==> src/rtl/eq_pkg.sv <==
// Shared types and helpers for the eq_band_mixer slice: FSM state encoding,
// sample width and the 16-bit saturation function used by both mixer lanes.
package eq_pkg;

  localparam int SAMPLE_W = 16;
  localparam int SAT_IN_W = 64;

  typedef enum logic [1:0] {
    IDLE  = 2'd0,
    MAC   = 2'd1,
    SCALE = 2'd2,
    DONE  = 2'd3
  } eq_state_e;

  function automatic logic signed [SAMPLE_W-1:0] sat16(input logic signed [SAT_IN_W-1:0] x);
    logic signed [SAMPLE_W-1:0] r;
    if (x > 64'sd32767) begin
      r = 16'sh7FFF;
    end else if (x < -64'sd32768) begin
      r = 16'sh8000;
    end else begin
      r = x[SAMPLE_W-1:0];
    end
    return r;
  endfunction

endpackage

==> src/rtl/eq_mac_lane.sv <==
// One mixer lane: band*gain accumulator, gain-scale shift, volume multiply and saturation.
// EQ_ROUNDING_EN selects round-half-up on both shifts; otherwise they truncate toward -inf.
module eq_mac_lane
  import eq_pkg::*;
#(
  parameter int NUM_BANDS = 5,
  parameter int GAIN_W    = 13,
  parameter int VOL_W     = 12
) (
  input  logic                       clk,
  input  logic                       rst,
  input  logic                       clr,
  input  logic                       mac_en,
  input  logic signed [SAMPLE_W-1:0] band,
  input  logic signed [GAIN_W-1:0]   gain,
  input  logic        [VOL_W-1:0]    volume,
  output logic signed [SAMPLE_W-1:0] mix_out
);

  localparam int PROD_W = SAMPLE_W + GAIN_W;
  localparam int ACC_W  = PROD_W + $clog2(NUM_BANDS);
  localparam int MIX_SH = GAIN_W - 2;
  localparam int VMUL_W = SAMPLE_W + VOL_W + 1;

`ifdef EQ_ROUNDING_EN
  localparam logic ROUND_EN = 1'b1;
`else
  localparam logic ROUND_EN = 1'b0;
`endif

  localparam logic [ACC_W-1:0]  MIX_BIAS = ACC_W'(1'b1) << (MIX_SH - 1);
  localparam logic [VMUL_W-1:0] VOL_BIAS = VMUL_W'(1'b1) << (VOL_W - 1);

  logic signed [ACC_W-1:0]    acc_q, acc_d;
  logic        [PROD_W-1:0]   prod_s;
  logic signed [ACC_W-1:0]    mix_rnd_s, mix_sh_s;
  logic signed [SAMPLE_W-1:0] mix16_s;
  logic        [VMUL_W-1:0]   vprod_s;
  logic signed [VMUL_W-1:0]   vol_rnd_s, vol_sh_s;

  // Multiply-accumulate and the combinational scale/volume/saturate path read in SCALE.
  always_comb begin
    // Operands are sign/zero-extended to the result width, so the low bits are the exact product.
    prod_s = {{GAIN_W{band[SAMPLE_W-1]}}, band} * {{SAMPLE_W{gain[GAIN_W-1]}}, gain};

    if (clr) begin
      acc_d = '0;
    end else if (mac_en) begin
      acc_d = acc_q + {{(ACC_W-PROD_W){prod_s[PROD_W-1]}}, prod_s};
    end else begin
      acc_d = acc_q;
    end

    if (ROUND_EN) begin
      mix_rnd_s = acc_q + MIX_BIAS;
    end else begin
      mix_rnd_s = acc_q;
    end
    mix_sh_s = mix_rnd_s >>> MIX_SH;
    mix16_s  = sat16({{(SAT_IN_W-ACC_W){mix_sh_s[ACC_W-1]}}, mix_sh_s});

    vprod_s = {{(VOL_W+1){mix16_s[SAMPLE_W-1]}}, mix16_s} * {{SAMPLE_W{1'b0}}, 1'b0, volume};
    if (ROUND_EN) begin
      vol_rnd_s = vprod_s + VOL_BIAS;
    end else begin
      vol_rnd_s = vprod_s;
    end
    vol_sh_s = vol_rnd_s >>> VOL_W;
    mix_out  = sat16({{(SAT_IN_W-VMUL_W){vol_sh_s[VMUL_W-1]}}, vol_sh_s});
  end

  // Accumulator register.
  always_ff @(posedge clk) begin
    if (rst) begin
      acc_q <= '0;
    end else begin
      acc_q <= acc_d;
    end
  end

endmodule

==> src/rtl/eq_band_mixer.sv <==
// Stereo N-band weighted mixer with master volume and warm-up mute / amp-enable sequencing.
// Optional build macro EQ_ROUNDING_EN (consumed in eq_mac_lane) enables round-half-up shifts.
module eq_band_mixer
  import eq_pkg::*;
#(
  parameter int NUM_BANDS     = 5,
  parameter int GAIN_W        = 13,
  parameter int VOL_W         = 12,
  parameter int WARMUP_FRAMES = 1024
) (
  input  logic                            clk,
  input  logic                            rst,
  input  logic                            in_valid,
  input  logic [SAMPLE_W*NUM_BANDS-1:0]   lft_band,
  input  logic [SAMPLE_W*NUM_BANDS-1:0]   rht_band,
  input  logic [GAIN_W*NUM_BANDS-1:0]     gain,
  input  logic [VOL_W-1:0]                volume,
  output logic signed [SAMPLE_W-1:0]      lft_out,
  output logic signed [SAMPLE_W-1:0]      rht_out,
  output logic                            out_valid,
  output logic                            amp_on,
  output logic                            busy,
  output logic                            overrun
);

  localparam int IDX_W = $clog2(NUM_BANDS);
  localparam int CNT_W = $clog2(WARMUP_FRAMES + 1);
  localparam logic [IDX_W-1:0] LAST_IDX = IDX_W'(NUM_BANDS - 1);
  localparam logic [CNT_W-1:0] WARM_MAX = CNT_W'(WARMUP_FRAMES);

  eq_state_e                       state_q, state_d;
  logic [IDX_W-1:0]                idx_q, idx_d;
  logic [SAMPLE_W*NUM_BANDS-1:0]   lft_band_q, lft_band_d;
  logic [SAMPLE_W*NUM_BANDS-1:0]   rht_band_q, rht_band_d;
  logic [GAIN_W*NUM_BANDS-1:0]     gain_q, gain_d;
  logic [VOL_W-1:0]                volume_q, volume_d;
  logic signed [SAMPLE_W-1:0]      lft_out_q, lft_out_d;
  logic signed [SAMPLE_W-1:0]      rht_out_q, rht_out_d;
  logic                            out_valid_q, out_valid_d;
  logic                            busy_q, busy_d;
  logic                            overrun_q, overrun_d;
  logic                            amp_on_q, amp_on_d;
  logic [CNT_W-1:0]                warm_cnt_q, warm_cnt_d;

  logic                            lane_clr_s, lane_mac_s, mute_s;
  logic signed [SAMPLE_W-1:0]      lft_sel_s, rht_sel_s;
  logic signed [GAIN_W-1:0]        gain_sel_s;
  logic signed [SAMPLE_W-1:0]      lft_mix_s, rht_mix_s;

  // Next-state, capture, output and warm-up logic for the frame sequencer.
  always_comb begin
    state_d     = state_q;
    idx_d       = idx_q;
    lft_band_d  = lft_band_q;
    rht_band_d  = rht_band_q;
    gain_d      = gain_q;
    volume_d    = volume_q;
    lft_out_d   = lft_out_q;
    rht_out_d   = rht_out_q;
    out_valid_d = 1'b0;
    busy_d      = busy_q;
    lane_clr_s  = 1'b0;
    lane_mac_s  = (state_q == MAC);
    mute_s      = (warm_cnt_q < WARM_MAX);

    lft_sel_s  = lft_band_q[SAMPLE_W*int'(idx_q) +: SAMPLE_W];
    rht_sel_s  = rht_band_q[SAMPLE_W*int'(idx_q) +: SAMPLE_W];
    gain_sel_s = gain_q[GAIN_W*int'(idx_q) +: GAIN_W];

    case (state_q)
      IDLE: begin
        if (in_valid) begin
          lft_band_d = lft_band;
          rht_band_d = rht_band;
          gain_d     = gain;
          volume_d   = volume;
          idx_d      = '0;
          busy_d     = 1'b1;
          lane_clr_s = 1'b1;
          state_d    = MAC;
        end else begin
          busy_d = 1'b0;
        end
      end
      MAC: begin
        if (idx_q == LAST_IDX) begin
          state_d = SCALE;
        end else begin
          idx_d = idx_q + IDX_W'(1'b1);
        end
      end
      SCALE: begin
        state_d     = DONE;
        out_valid_d = 1'b1;
        lft_out_d   = mute_s ? 16'sd0 : lft_mix_s;
        rht_out_d   = mute_s ? 16'sd0 : rht_mix_s;
      end
      DONE: begin
        state_d = IDLE;
        busy_d  = 1'b0;
      end
      default: begin
        state_d = IDLE;
        busy_d  = 1'b0;
      end
    endcase

    // A request arriving while busy (DONE included) is dropped, not queued.
    if (in_valid && busy_q) begin
      overrun_d = 1'b1;
    end else begin
      overrun_d = overrun_q;
    end

    if (out_valid_q && (warm_cnt_q != WARM_MAX)) begin
      warm_cnt_d = warm_cnt_q + CNT_W'(1'b1);
    end else begin
      warm_cnt_d = warm_cnt_q;
    end
    amp_on_d = amp_on_q | (warm_cnt_d == WARM_MAX);
  end

  // Sequencer, holding and output registers.
  always_ff @(posedge clk) begin
    if (rst) begin
      state_q     <= IDLE;
      idx_q       <= '0;
      lft_band_q  <= '0;
      rht_band_q  <= '0;
      gain_q      <= '0;
      volume_q    <= '0;
      lft_out_q   <= '0;
      rht_out_q   <= '0;
      out_valid_q <= 1'b0;
      busy_q      <= 1'b0;
      overrun_q   <= 1'b0;
      amp_on_q    <= 1'b0;
      warm_cnt_q  <= '0;
    end else begin
      state_q     <= state_d;
      idx_q       <= idx_d;
      lft_band_q  <= lft_band_d;
      rht_band_q  <= rht_band_d;
      gain_q      <= gain_d;
      volume_q    <= volume_d;
      lft_out_q   <= lft_out_d;
      rht_out_q   <= rht_out_d;
      out_valid_q <= out_valid_d;
      busy_q      <= busy_d;
      overrun_q   <= overrun_d;
      amp_on_q    <= amp_on_d;
      warm_cnt_q  <= warm_cnt_d;
    end
  end

  eq_mac_lane #(.NUM_BANDS(NUM_BANDS), .GAIN_W(GAIN_W), .VOL_W(VOL_W)) u_lane_lft (
    .clk     (clk),
    .rst     (rst),
    .clr     (lane_clr_s),
    .mac_en  (lane_mac_s),
    .band    (lft_sel_s),
    .gain    (gain_sel_s),
    .volume  (volume_q),
    .mix_out (lft_mix_s)
  );

  eq_mac_lane #(.NUM_BANDS(NUM_BANDS), .GAIN_W(GAIN_W), .VOL_W(VOL_W)) u_lane_rht (
    .clk     (clk),
    .rst     (rst),
    .clr     (lane_clr_s),
    .mac_en  (lane_mac_s),
    .band    (rht_sel_s),
    .gain    (gain_sel_s),
    .volume  (volume_q),
    .mix_out (rht_mix_s)
  );

  assign lft_out   = lft_out_q;
  assign rht_out   = rht_out_q;
  assign out_valid = out_valid_q;
  assign busy      = busy_q;
  assign overrun   = overrun_q;
  assign amp_on    = amp_on_q;

endmodule
==> config.mk <==
export PLATFORM = sky130hd
export DESIGN_NAME = eq_band_mixer
export DESIGN_NICKNAME = d
export VERILOG_FILES = /design/src/rtl/eq_pkg.sv /design/src/rtl/eq_mac_lane.sv /design/src/rtl/eq_band_mixer.sv
export SDC_FILE = /design/constraint.sdc
export NUM_CORES = 2
export LEC_CHECK = 0
export ABC_AREA = 1
export ABC_CLOCK_PERIOD_IN_PS = 17600
export CAP_MARGIN = 0
export CORE_MARGIN = 5
export CORE_UTILIZATION = 40
export CTS_CLUSTER_DIAMETER = 150
export DETAILED_ROUTE_END_ITERATION = 10
export PLACE_DENSITY_LB_ADDON = 0.12
export SYNTH_ARGS = -nofsm -noshare
export SYNTH_HDL_FRONTEND = slang
export SYNTH_SLANG_ARGS = --single-unit
==> constraint.sdc <==
create_clock -name clk -period 17.6 [get_ports clk]
set_input_delay 2.64 -clock clk [delete_from_list [all_inputs] [get_ports clk]]
set_output_delay 2.64 -clock clk [all_outputs]
set_load 0.1 [all_outputs]
== Word level (Yosys, flattened, before mapping) ==
Index checks and enable logic that the tools add are counted.
Widths: inputs -> output; s select.
Cells by class
  multipliers: 5
  reductions and logical operators: 9
  bitwise gates (word level): 1
  mux-type cells: 21
  eq/ne operators: 9
  $lt $le $gt $ge: 9
  add/subtract/negate cells: 4
  shifts and indexed selects: 3
Operator list (number)
  $mux 16: 10
  $shiftx 80x8->16: 2
  $mul 16x13->29: 4
  $shiftx 65x8->13: 1
  $add 32x32->32: 2
  $gt 21x16->1 const B: 2
  $lt 21x16->1 const B: 2
  $gt 17x16->1 const B: 2
  $lt 17x16->1 const B: 2
  $add 11x1->11 const B: 1
  $eq 11x11->1 const B: 1
  $lt 11x11->1 const B: 1
  $mux 11: 1
  $ne 11x11->1 const B: 1
  $pmux 2 s4: 1
  $mul 4x3->7 const A: 1
  $mux 3: 2
  $pmux 3 s2: 1
  $eq 2x2->1 const B: 2
  $mux 2: 2
  $ne 2x2->1 const B: 2
  $reduce_and 2->1: 2
  $reduce_bool 2->1: 2
  $add 3x1->3 const B: 1
  other kinds (10): 13
Storage, ports and cells
  input bits: 240
  output and inout bits: 36
  logic and storage cells: 76
  bits in registers: 353

== Depth between registers and ports, before layout ==
  depth after elaboration: 8
  gate-level depth with buffers: 47
  depth with buffers taken out: 43

== Cells and area by module ==
Synthesis repeated with hierarchy kept, for this count alone.
Second synthesis, totals
  cells, all modules: 6516
  area total of the unflattened synthesis: 48313.8 µm²
Modules (own cells, without submodules)
  eq_mac_lane at u_lane_rht: instances 1, area an instance 18094.9 µm², sequential area each 640.6 µm², cells each 2397
  eq_mac_lane at u_lane_lft: instances 1, area an instance 18049.8 µm², sequential area each 640.6 µm², cells each 2387
  eq_band_mixer: instances 1, area an instance 12169.2 µm², sequential area each 5785.5 µm², cells each 1732

== Worst setup path before layout ==
OpenSTA, ideal clock, no wires.
  kind: register to register
  from: reg idx_q[0]
  to: reg u_lane_lft.acc_q[29]
  cell stages (with the launch flop): 42
  path buffers: 4
  arrival: 7.905 ns
  setup time: 0.056 ns
  slack: 9.639 ns
  period minus slack after synthesis: 7.961 ns
  data required time: 17.544 ns
  cell sequence: dfxtp_1 buf_2 clkbuf_1 clkbuf_1 nand2_1 nand3_1 nand3_1 o21ai_0 clkbuf_1 nand2_1 fa_1 inv_1 fa_1 fa_1 inv_1 fa_1 inv_1 fa_1 (+6 left out) a21oi_1 o21ai_1 a31oi_1 o21ai_1 nand2_1 nand2_1 xor2_1 ha_1 nand2_1 nor2_1 inv_1 o41ai_1 nand2_1 nand2_1 a21oi_1 o21ai_0 nand2_1 inv_1
Between the ends
  cells in the longest elaborated chain, start to end: 4
  elaborated cells on any way between the ends: 5
  classes of those cells: 1 x add/sub; 2 x mul; 2 x shift
Ends and longest elaborated chain
  from (decl): RTL line eq_band_mixer.sv:32  | logic [IDX_W-1:0] idx_q, idx_d;
  from (signal assigned): RTL line eq_band_mixer.sv:141  | idx_q <= idx_d;
  $mul 4x3->7: RTL line eq_band_mixer.sv:68  | gain_sel_s = gain_q[GAIN_W*int'(idx_q) +: GAIN_W];
  $shiftx 65x8->13: RTL line eq_band_mixer.sv:68
  $mul 16x13->29 (*): RTL line eq_mac_lane.sv:44  | prod_s = {{GAIN_W{band[SAMPLE_W-1]}}, band} * {{SAMPLE_W{gain[GAIN_W-1]}}, gain};
  $add 32x32->32 (*): RTL line eq_mac_lane.sv:49  | acc_d = acc_q + {{(ACC_W-PROD_W){prod_s[PROD_W-1]}}, prod_s};
  to (signal assigned): RTL line eq_mac_lane.sv:75  | acc_q <= '0;
  to (signal assigned): RTL line eq_mac_lane.sv:77  | acc_q <= acc_d;
  to (decl): RTL line eq_mac_lane.sv:34  | logic signed [ACC_W-1:0] acc_q, acc_d;
Mark *: on every way between the ends. The rest lies on a longest branch, timed or not.
A chain may end at the register's enable or synchronous reset.

== Worst setup path in the final report ==
  from: reg idx_q[1]
  to: reg u_lane_rht.acc_q[25]
Between the ends
  cells in the longest elaborated chain, start to end: 4
  elaborated cells on any way between the ends: 5
  classes of those cells: 1 x add/sub; 2 x mul; 2 x shift
Ends and longest elaborated chain (RTL line)
  $mul 4x3->7: eq_band_mixer.sv:68
  $shiftx 65x8->13: eq_band_mixer.sv:68
  $mul 16x13->29 (*): eq_mac_lane.sv:44
  $add 32x32->32 (*): eq_mac_lane.sv:49
  to (signal assigned): eq_mac_lane.sv:75
  to (signal assigned): eq_mac_lane.sv:77
  to (decl): eq_mac_lane.sv:34
Marked as above.

==> run_summary.xml <==
<?xml version="1.0" encoding="UTF-8"?>
<metrics>
  <group name="critical_path">
    <metric name="crit-reg2reg-capture" unit="">u_lane_rht.acc_q[25]$_SDFFE_PP0P_</metric>
    <metric name="timing.reg2reg.setup_slack" unit="ns">7.62</metric>
    <metric name="r2r_start" unit="">idx_q[1]$_SDFFE_PP0P_</metric>
    <metric name="arrival" unit="ns">10.49</metric>
    <metric name="worstRegToRegCells" unit="">36</metric>
    <metric name="worst_setup_path_start_kind" unit="">register</metric>
    <metric name="worst_path_max_delay_cell" unit="">o311ai_0</metric>
    <metric name="timing.critical_path.required" unit="ns">18.11</metric>
    <metric name="critical_path_class" unit="">register to register</metric>
    <metric name="crit_path_max_fanout" unit="">53</metric>
    <metric name="largest_stage_delay_on_the_critical_path" unit="ns">0.67</metric>
    <metric name="worst_setup_path_end_kind" unit="">register</metric>
  </group>
  <group name="timing">
    <metric name="maxClockFrequency" unit="MHz">100</metric>
    <metric name="finalSetupViolations" unit="">0</metric>
    <metric name="tightestPinTransition" unit="ns">1.18</metric>
    <metric name="min_period" unit="ns">9.98</metric>
    <metric name="timing.final.hold_violations" unit="">0</metric>
    <metric name="final.setup_skew" unit="ns">0.0401</metric>
    <metric name="setup_repair_after_global_routing_missed_its_margin" unit="">false</metric>
    <metric name="setup-tns-final" unit="ns">0</metric>
    <metric name="maxSlewViolCount" unit="">0</metric>
    <metric name="maxSlewHeadroom" unit="%">20.6</metric>
    <metric name="finalCritPeriodShare" unit="%">56.7</metric>
  </group>
  <group name="die">
    <metric name="dieWidth" unit="um">356</metric>
    <metric name="design.core.area" unit="sq um">118000</metric>
    <metric name="placementRows" unit="">126</metric>
    <metric name="fp.dieArea" unit="sq um">127000</metric>
    <metric name="design.portCount" unit="">276</metric>
    <metric name="start_util" unit="%">40.4</metric>
    <metric name="die_h" unit="um">356</metric>
  </group>
  <group name="yosys">
    <metric name="synth.lib_cells_used.distinct" unit="">58</metric>
    <metric name="ys_seq_elements" unit="">353</metric>
    <metric name="synth.yosys.seq_area_share" unit="%">14.8</metric>
    <metric name="syn_area" unit="sq um">47800</metric>
    <metric name="syn_avg_cell_area" unit="sq um">7.52</metric>
    <metric name="syn-instance-count" unit="">6363</metric>
    <metric name="net_count_after_synthesis" unit="">7692</metric>
    <metric name="number_of_synthesized_flops_with_an_enable_pin" unit="">0</metric>
    <metric name="synthesis.yosys.warnings" unit="">0</metric>
    <metric name="dominant_synthesized_flop_cell" unit="">dfxtp_1</metric>
    <metric name="synth_async_sr_flop_share" unit="%">0</metric>
    <metric name="synth_largest_area_cell" unit="">fa_1</metric>
    <metric name="synth_top_cell_area_share" unit="%">31.2</metric>
    <metric name="post_synth_main_area_contributors" unit="">fa_1 (31%), dfxtp_1 (15%), inv_1 (11%), nand2_1 (9.3%), ha_1 (9.0%)</metric>
  </group>
  <group name="clocking">
    <metric name="cts_made_buffers" unit="">46</metric>
    <metric name="cts_num_sinks" unit="">353</metric>
    <metric name="clock_tree_from_tritoncts" unit="">built</metric>
    <metric name="cts_hold_repair.buffers" unit="">0</metric>
    <metric name="master_cell_of_the_clock_root_buffer" unit="">clkbuf_16</metric>
    <metric name="cts_setup_buffers" unit="">0</metric>
    <metric name="cts_resized" unit="">0</metric>
    <metric name="clk_latency" unit="ns">0.65</metric>
    <metric name="cts-htree-levels" unit="">2</metric>
    <metric name="max-clock-path-buffers" unit="">3</metric>
    <metric name="clk_pin_slew" unit="ns">0.06</metric>
  </group>
  <group name="cells_and_area">
    <metric name="final_net_count" unit="">7816</metric>
    <metric name="areaGrowthSynthToFinish" unit="%">12.3</metric>
    <metric name="fraction_of_final_layout_cells_with_drive_strength_greater_than_1" unit="%">4.17</metric>
  </group>
  <group name="global_routing">
    <metric name="grt_pass1_wl" unit="mm">234</metric>
    <metric name="grt_antenna_before_repair" unit="">2</metric>
    <metric name="pin_count_of_the_biggest_net_entering_global_routing" unit="">124</metric>
    <metric name="globalRouteTotalUtil" unit="%">23.3</metric>
    <metric name="grt_remaining_overflow" unit="">0</metric>
    <metric name="first_global_vias" unit="">41700</metric>
  </group>
  <group name="hold_path">
    <metric name="min_path_type" unit="">register to register</metric>
    <metric name="whs_path_depth" unit="">2</metric>
    <metric name="hold_end" unit="">lft_band_q[36]$_SDFFE_PP0P_</metric>
    <metric name="hold_path_startpoint" unit="">lft_band_q[36]$_SDFFE_PP0P_</metric>
  </group>
  <group name="routing">
    <metric name="avgViaCountPerCell" unit="">4.94</metric>
    <metric name="drc" unit="">0</metric>
    <metric name="routed_wl" unit="mm">147</metric>
    <metric name="drt_iter0_markers" unit="">2331</metric>
    <metric name="vias" unit="">40200</metric>
    <metric name="post_drt_antenna_nets" unit="">0</metric>
    <metric name="detail_route.wl_per_cell" unit="um">18.2</metric>
    <metric name="drt_pass1_iterations" unit="">5</metric>
  </group>
  <group name="flow_run">
    <metric name="cap_violations" unit="">0</metric>
  </group>
  <group name="status">
    <metric name="status" unit="">completed</metric>
  </group>
  <group name="placement">
    <metric name="io_buffers" unit="">275</metric>
    <metric name="routabilityCongestion" unit="">0.885</metric>
    <metric name="hpwl" unit="mm">119</metric>
  </group>
</metrics>
## critical path, delay by kind of cell, from the launching register on
family | cells | cell delay (ns)
buf+inv | 10 | 2.32
fa+ha+maj | 8 | 3.58
simple gates | 6 | 0.94
xor+xnor | 2 | 0.29
compound gates | 10 | 2.33
flops | 1 | 0.32
## per-layer routing
metal,vias up,GRT usage [%],part of all wire [%]
met3,180,3.21,5.0
met2,961,40.7,49
met1,19600,30.4,43
li1,19500,-,-
met4,2,6.26,2.8
met5,-,0,0.0047
## placed cells by master, fill, tap and decap left out, drive strengths merged, types with 2 or more instances in the layout
master / instances
nand2: 1216
inv: 1380
ha: 343
a221oi: 7
and3: 2
fa: 746
clkdlybuf4s50: 274
o211ai: 8
o21bai: 12
bufinv: 4
clkinv: 16
nor4: 12
o31ai: 3
nand3b: 4
a211oi: 7
o21ai: 477
xnor2: 67
nand3: 149
o221ai: 11
nand4: 21
clkbuf: 67
a21oi: 373
a21boi: 3
a21o: 20
nor3: 29
nor2: 688
dfxtp: 353
or2: 32
o221a: 2
a31o: 2
a31oi: 26
buf: 65
xor2: 87
o21a: 13
## final cells by class
class                           count  area, sq um
Tap cell                         1600         2000
Inverter                         1382         5190
Multi-Input combinational cell   4365        34600
Clock buffer                       67         1340
Clock inverter                     18          273
Antenna cell                        1         2.50
Timing Repair Buffer              339         3230
Fill cell                       12100        64700
Sequential cell                   353         7080
## registers in the layout, summed over array words and instances, names as in the netlist
register	flops
idx_q	3
busy	1
lft_out	16
out_valid	1
volume_q	12
overrun	1
rht_band_q	80
u_lane_rht.acc_q	32
amp_on	1
warm_cnt_q	11
rht_out	16
lft_band_q	80
gain_q	65
u_lane_lft.acc_q	32
state_q	2
## logic make-up after synthesis
logic type | Yosys count | share of synthesized area (%)
and+or+nand+nor | 2155 | 18.3
buffers and inverters | 1645 | 13.0
adders and majority gates | 1089 | 40.2
AOI/OAI and AO/OA | 967 | 10.9
DFF | 353 | 14.8
xor gates and xnor gates | 154 | 2.82
## cell usage after synthesis (3+ instances only)
master and number:
nand3_2 4, a221oi_1 7, inv_2 4, nand2_2 29
nand3_1 143, nand2_4 8, a211oi_1 6, a21oi_1 359
o21ai_1 29, o31ai_1 3, dfxtp_1 353, or2_2 32
clkinv_1 4, o211ai_1 8, nand3b_1 4, o21bai_1 8
a21oi_2 13, nor2_1 687, o21a_1 13, a21o_1 20
fa_1 746, xnor2_1 67, buf_1 21, clkbuf_1 227
o221ai_1 11, buf_2 11, a31oi_1 26, nand2_1 1179
nand4_1 17, inv_1 1374, ha_1 343, xor2_1 87
nor4_1 12, o21ai_0 447, nor3_1 28
## worst max-delay path by stage
stage                           from                                end  slack [ns]  depth (start not counted)
6_report       idx_q[1]$_SDFFE_PP0P_  u_lane_rht.acc_q[25]$_SDFFE_PP0P_        7.62                         36
3_3_place_gp   idx_q[1]$_SDFFE_PP0P_  u_lane_lft.acc_q[29]$_SDFFE_PP0P_        7.83                         38
2_1_floorplan  idx_q[0]$_SDFFE_PP0P_  u_lane_lft.acc_q[29]$_SDFFE_PP0P_        9.64                         41
4_1_cts        idx_q[1]$_SDFFE_PP0P_  u_lane_rht.acc_q[25]$_SDFFE_PP0P_        7.57                         36
3_5_place_dp   idx_q[1]$_SDFFE_PP0P_  u_lane_rht.acc_q[25]$_SDFFE_PP0P_        7.60                         36
5_1_grt        idx_q[1]$_SDFFE_PP0P_  u_lane_lft.acc_q[29]$_SDFFE_PP0P_        6.90                         40
## through the flow
step	setup WS, ns	instance area [sq um]	util (%)	hold slack, ns	instances
after floorplan	9.64	47800	-	0.424	6363
after global placement	7.83	52100	44.0	0.434	8039
after detailed placement	7.60	52100	44.0	0.441	8039
after CTS	7.57	53700	45.4	0.448	8124
after global routing	6.90	53700	45.4	0.466	8125
final	7.62	53700	45.4	0.448	8125
Power is not shown: default switching activity piles up to over one toggle a cycle in this logic, so the estimate is an artifact.
